File: config.mk
export PLATFORM = sky130hd
export DESIGN_NAME = count_seq
export DESIGN_NICKNAME = d
export VERILOG_FILES = /design/src/rtl/count_pkg.sv /design/src/rtl/count_seq_updown_cnt.sv /design/src/rtl/count_seq.sv
export SDC_FILE = /design/constraint.sdc
export NUM_CORES = 1
export LEC_CHECK = 0
export CAP_MARGIN = 25
export CORE_MARGIN = 3
export CORE_UTILIZATION = 44
export CTS_CLUSTER_DIAMETER = 120
export CTS_CLUSTER_SIZE = 28
export DETAILED_ROUTE_END_ITERATION = 10
export HOLD_SLACK_MARGIN = 0.05
export PLACE_DENSITY = 0.71
export SYNTH_ARGS = -nofsm -noshare
export SYNTH_HDL_FRONTEND = slang
export SYNTH_SLANG_ARGS = --single-unit
File: constraint.sdc
create_clock -name clk -period 2.2 [get_ports clk]
set_input_delay 0.55 -clock clk [delete_from_list [all_inputs] [get_ports clk]]
set_output_delay 0.55 -clock clk [all_outputs]
set_load 0.02 [all_outputs]
File: src/rtl/count_pkg.sv
// Shared encodings for the count_seq controller: command opcodes and FSM states.
package count_pkg;

  typedef enum logic [1:0] {
    CMD_CLEAR = 2'b00,
    CMD_UP    = 2'b01,
    CMD_DOWN  = 2'b10,
    CMD_LOAD  = 2'b11
  } cmd_op_e;

  typedef enum logic [1:0] {
    IDLE   = 2'b00,
    RUN_UP = 2'b01,
    RUN_DN = 2'b10
  } state_e;

endpackage

File: src/rtl/count_seq_updown_cnt.sv
// WIDTH-bit up/down counter register with synchronous clear, load and count enable.
module updown_cnt #(
  parameter int WIDTH = 6
) (
  input  logic             clk,
  input  logic             rst,
  input  logic             clear,
  input  logic             load,
  input  logic [WIDTH-1:0] load_value,
  input  logic             enable,
  input  logic             down,
  output logic [WIDTH-1:0] count
);

  // NOTE: sequential state is written only with non-blocking assignments so every
  // flop samples its inputs from before the edge, independent of block ordering.
  always_ff @(posedge clk) begin
    if (!rst) begin
      count <= '0;
    end else if (clear) begin
      count <= '0;
    end else if (load) begin
      count <= load_value;
    end else if (enable) begin
      // Natural modulo-2^WIDTH wrap gives the required roll-over in both directions.
      count <= down ? count - WIDTH'(1) : count + WIDTH'(1);
    end
  end

endmodule

File: src/rtl/count_seq.sv
// Command-driven counter sequencer: accepts CLEAR/LOAD/UP/DOWN, steps the counter
// toward a stored limit and pulses done when it gets there.
module count_seq
  import count_pkg::*;
#(
  parameter int WIDTH = 6
) (
  input  logic             clk,
  input  logic             rst,
  input  logic             cmd_valid,
  output logic             cmd_ready,
  input  logic [1:0]       cmd_op,
  input  logic [WIDTH-1:0] cmd_limit,
  input  logic             abort,
  output logic [WIDTH-1:0] count,
  output logic             dir,
  output logic             busy,
  output logic             done
);

  state_e           state;
  logic [WIDTH-1:0] limit;
  cmd_op_e          op;
  logic             accept;
  logic             running;
  logic             at_limit;
  logic             step_en;

  assign op = cmd_op_e'(cmd_op);

  // Ready depends only on registered state and abort, never on the command itself.
  assign cmd_ready = (state == IDLE) && !abort;
  assign accept    = cmd_valid && cmd_ready;

  assign running  = (state == RUN_UP) || (state == RUN_DN);
  assign at_limit = (count == limit);
  assign step_en  = running && !abort && !at_limit;

  assign busy = running;
  assign dir  = (state == RUN_DN);

  updown_cnt #(
    .WIDTH(WIDTH)
  ) u_cnt (
    .clk       (clk),
    .rst       (rst),
    .clear     (accept && (op == CMD_CLEAR)),
    .load      (accept && (op == CMD_LOAD)),
    .load_value(cmd_limit),
    .enable    (step_en),
    .down      (state == RUN_DN),
    .count     (count)
  );

  always_ff @(posedge clk) begin
    if (!rst) begin
      state <= IDLE;
      limit <= '0;
      done  <= 1'b0;
    end else begin
      // Abort wins over reaching the limit, so an aborted sequence never reports done.
      done <= running && !abort && at_limit;
      case (state)
        IDLE: begin
          if (accept && (op == CMD_UP)) begin
            limit <= cmd_limit;
            state <= RUN_UP;
          end else if (accept && (op == CMD_DOWN)) begin
            limit <= cmd_limit;
            state <= RUN_DN;
          end
        end
        RUN_UP, RUN_DN: begin
          if (abort || at_limit) state <= IDLE;
        end
        default: state <= IDLE;
      endcase
    end
  end

endmodule

Yosys cells after proc, flatten, opt, wreduce, memory -nomap -nowiden
Cells that the tools add are included.
{"block": "totals", "ff_bits": 15, "word_cells": 45, "output_inout_bits": 10, "in_bits": 12}
{"block": "classes", "add_sub_neg": 2, "eq_ne": 8, "bitwise": 1, "n_reduce_logical": 21, "mux": 9}
{"cell": "2-to-1 mux 6 bit", "count": 5}
{"cell": "logical AND 1 bit", "count": 9}
{"cell": "adder 6 x 1 -> 6 bit, second input constant", "count": 1}
{"cell": "equality test 2 bit, second input constant", "count": 3}
{"cell": "equality test 6 bit", "count": 1}
{"cell": "2-to-1 mux 2 bit", "count": 3}
{"cell": "subtractor 6 x 1 -> 6 bit, second input constant", "count": 1}
{"cell": "equality test 2 x 1 -> 1 bit, second input constant", "count": 2}
{"cell": "zero test 2 bit", "count": 2}
{"cell": "case mux 2 bit (2 select lines)", "count": 1}
{"cell": "AND reduction 2 bit", "count": 2}
{"cell": "nonzero test 2 bit", "count": 2}
{"cell": "OR reduction 2 bit", "count": 2}
{"cell": "inequality test 3 x 1 -> 1 bit, second input constant", "count": 1}
{"cell": "zero test 1 bit", "count": 2}
{"cell": "logical OR 1 bit", "count": 2}
{"cell": "inequality test 2 bit, second input constant", "count": 1}
{"cell": "inverter 1 bit", "count": 1}

Depth between registers and ports, before layout
{"block": "depth", "ltp_word": 7, "depth_mapped": 9, "mapped_depth_nobuf": 8}

Cells and area by module
A second synthesis with hierarchy kept.
{"block": "hier_totals", "cells_unflattened": 125, "hier_area_um2": 1034.7}
{"mod": "count_seq", "seq_area_each_um2": 180.2, "cells_each": 66, "instances": 1, "area_each_um2": 554.3}
{"mod": "updown_cnt", "seq_area_each_um2": 120.1, "cells_each": 59, "instances": 1, "area_each_um2": 480.5}

Worst setup path before layout
Ideal clock, no wire load.
{"block": "synth_path", "kind": "reg-to-reg", "from": "register state[0]", "to": "register u_cnt.count[4]", "required_time_ns": 2.073, "path_buffers": 1, "synth_period_minus_slack_ns": 2.241, "setup_time_ns": 0.127, "t_arrival_ns": 2.114, "setup_slack_ns": -0.041, "path_stages_with_launch": 10, "path_cell_list": "dfxtp_1 inv_1 ha_1 buf_2 xor2_1 ha_1 a31o_2 a221oi_1 nor4_1 or3_1"}
{"block": "synth_between", "elab_chain_cells": 5, "word_cells_on_any_way": 15, "cone_classes": "eq/ne (2); mux (3); reduce/logical (10)"}
{"item": "from (decl)", "line_no": "count_seq.sv:21", "rtl": "state_e state;"}
{"item": "from (signal assigned)", "line_no": "count_seq.sv:57", "rtl": "state <= IDLE;"}
{"item": "from (signal assigned)", "line_no": "count_seq.sv:67", "rtl": "state <= RUN_UP;"}
{"item": "from (signal assigned)", "line_no": "count_seq.sv:70", "rtl": "state <= RUN_DN;"}
{"item": "equality test 2 bit (*)"}
{"item": "via dir", "line_no": "count_seq.sv:16", "rtl": "output logic dir,"}
{"item": "logical OR 1 bit", "line_no": "count_seq.sv:35", "rtl": "assign running = (state == RUN_UP) || (state == RUN_DN);"}
{"item": "logical AND 1 bit (2 in series)", "line_no": "count_seq.sv:37", "rtl": "assign step_en = running && !abort && !at_limit;"}
{"item": "nonzero test 2 bit (no line)"}
{"item": "to (signal assigned)", "line_no": "count_seq_updown_cnt.sv:23", "rtl": "count <= load_value;"}
{"item": "to (signal assigned)", "line_no": "count_seq_updown_cnt.sv:26", "rtl": "count <= down ? count - WIDTH'(1) : count + WIDTH'(1);"}
{"item": "to (decl)", "line_no": "count_seq_updown_cnt.sv:12", "rtl": "output logic [WIDTH-1:0] count"}
The timed path passes the listed nets; every way through them passes the cells marked *. The select of a mux whose other input is x is not followed.
A chain may end at the register's enable or synchronous reset.

Worst setup path after layout
{"block": "layout_path", "from": "register state[0]", "to": "output port cmd_ready"}
{"block": "layout_between", "elab_chain_cells": 2}
{"item": "zero test 2 bit", "line_no": "count_seq.sv:32", "rtl": "assign cmd_ready = (state == IDLE) && !abort;"}
{"item": "logical AND 1 bit", "line_no": "count_seq.sv:32"}
{"item": "to (decl)", "line_no": "count_seq.sv:11", "rtl": "output logic cmd_ready,"}
No other way between the ends.

==> flow_summary.ini <==
[clock_tree]
insertion_delay_ns = 0.28
cts_hold_buffers = 0
cts.sinks = 15
clockBufferDepth = 2
cts_tree = yes
cts-buffers-inserted = 3
cts_max_level = 1
cts_root_buffer = clkbuf_4
clk_pin_slew_ns = 0.10

[floorplan]
io_pins = 22
core_mm2 = 0.00206
die_y_um = 53.7
rows = 16
dieArea_mm2 = 0.00288
start_util_pct = 48.5
die_w_um = 53.7

[final_layout]
nFillCells = 180
drive_gt1_share_pct = 17.4
antennaDiodeCount = 0
final_cell_mix = 18 x clkdlybuf4s50_1, 18 x buf_4, 15 x dfxtp_1, 13 x nor2_1, 8 x mux2i_1
syn_to_final_growth_pct = 36.9
final_core_util_pct = 66.4
multi_input_area_um2 = 648
final-seq-area_um2 = 300
final_nets = 166

[timing]
setup_viol = 0
worst_clock_skew_ns = 0.00127
rsz0062_at_grt = no
finalCriticalPeriod_ns = 2.08
post-route-period-util_pct = 94.8
final-hold-violation-count = 0
fmax_mhz = 480
slew_viol_final = 0
slew_headroom_pct = 67.8
worstMarginPinSlew_ns = 0.477
holdWs_ns = 0.516

[drt]
post_drt_wl_per_cell_um = 13.6
avgViaCountPerCell = 5.42
antenna_left = 0
drt-initial-drc-count = 22
firstDrtPassIters = 4
route.detailed.drc = 0
vias = 954
wl_mm = 2.40

[yosys]
synth.area.mux_share_pct = 8.00
synthAdderAreaFrac_pct = 5.00
netlist.area_leader.share_pct = 30.0
synth-simple-area-share_pct = 23.4
syn_inst = 112
synth_seq_cells = 15
yosysWarningCount = 0
syn_nets = 128
synth_largest_area_cell = dfxtp_1
synth-main-ff-cell = dfxtp_1
syn_area_mm2 = 0.00100
synth_compound_area_share_pct = 17.9
synth-edff-count = 0
syn-mean-instance-area_um2 = 8.94
ys_async_sr_fraction_pct = 0
synth_top_family_by_area = simple AND/OR/NAND/NOR gates
synthXorXnorAreaFrac_pct = 9.63
synthTopCellsByArea = dfxtp_1 30%, mux2i_1 8.0%, xor2_1 6.1%
ys_types = 40
ys_seq_area_share_pct = 30.0

[critical_path]
reg2reg_to = u_cnt.count[5]
cpPeakStageDelay_ns = 0.36
critPathKind = reg -> out
cp-end-kind = primary output
r2r_start = state[0]
start_kind = register
path_cells = inv_1 > buf_4 > ha_1 > nor2b_1 > dlygate4sd2_1
required_ns = 1.65
regToRegSetupSlack_ns = 0.17
crit_slowest_cell = dlygate4sd2_1
cp_max_fo = 4
arrival_ns = 1.53
ff2ff_path_depth = 8

[pwr]
cellPowerDensity_mw_per_mm2 = 530
p_leak_nw = 0.593
vdd_ir_drop_max_mv = 0.368

[global_routing]
grt_pass1_wl_mm = 4.20
overflow = 0
grt_pass1_vias = 932
groute.usage.overall_pct = 19.5
grt_max_degree = 11
antenna_found_initial = 0

[hold_path]
hold_end = state[0]
hold_start = state[0]
min_path_cells = 1
hp-class = reg -> reg

[run]
drv_cap = 0

[placement]
dp_hpwl_mm = 1.93
finalWeightedCongestion = 0.768
io_buffers = 21

[status]
status = finished clean
state kept, by name (all words and copies together) (netlist names):
register and count:
done 1, state 2, limit 6, u_cnt.count 6
kinds of logic (layout without fill, tap and decap cells):
kind of cell             count (synthesis)  after routing
XOR/XNOR                                11             11
multiplexers                             8              8
AO/OA/AOI/OAI                           21             21
flip-flops                              15             15
AND/OR/NAND/NOR                         42             42
adder cells (fa/ha/maj)                  4              4
buffers and inverters                   11             48
cell type report:
type,instances,area share (%)
Clock buffer,3,1.64
Clock inverter,1,0.365
Inverter,5,1.37
Timing Repair Buffer,39,24.9
Tap cell,27,2.47
Multi-Input combinational cell,86,47.3
Sequential cell,15,21.9
per-layer routing:
metal	GRT usage, %	up-vias	wire [um]
li1	-	485	-
met5	0	-	0
met4	5.11	0	18
met1	26.6	454	1180
met3	1.66	4	35
met2	32.7	11	1160
repair_timing:
item	in CTS	in global routing
endpoints found under the setup margin	3	1
endpoints found under the hold margin	0	0
pin swaps	0	0
buffers inserted	0	0
resized for setup	3	1
stage by stage:
step	instance area (um2)	cells	setup TNS [ns]	power (W)	worst slack, ns
after floorplan	1000	112	0	0.000468	0.0313
after global placement	1340	172	-0.626	0.000568	-0.0829
after CTS	1360	176	0	0.000727	0.110
final	1370	176	0	0.000726	0.115
after global routing	1370	176	0	0.000766	0.00812
after detailed placement	1340	172	-0.934	0.000572	-0.130
how the worst max path moves through the flow:
stage | start | cells past startpoint | end | slack [ns]
floorplan | state[0] | 9 | u_cnt.count[4] | 0.03
global route | state[0] | 5 | cmd_ready | 0.008
finish | state[0] | 5 | cmd_ready | 0.12
detailed placement | abort | 8 | limit[4] | -0.13
global placement | abort | 3 | cmd_ready | -0.08
CTS | state[0] | 8 | u_cnt.count[4] | 0.11
power by group:
group | leakage (nW) | internal, W | switching [W]
Clock | 0.0177 | 0.0000674 | 0.0000929
Combinational | 0.453 | 0.000125 | 0.000123
Sequential | 0.122 | 0.000291 | 0.0000262
synthesized netlist by cell type (all sizes together), types with 2 or more instances:
cell	count
dfxtp	15
nor2	13
mux2i	8
xor2	7
a32o	4
buf	4
ha	4
inv	4
nor2b	4
nor4	4
xnor2	4
a211oi	3
and3	3
or3	3
a21oi	2
clkbuf	2
nand2	2
nand3	2
nand4	2
nor3	2
o21ai	2
o31ai	2
or4	2
critical path: cells and delay by family, from the launching register on:
family        cells  cell delay, ns
fa+ha+maj         1            0.20
buf+inv           3            0.55
simple gates      1            0.18
flops             1            0.32
Note: power is estimated with default switching activity, not from simulation.
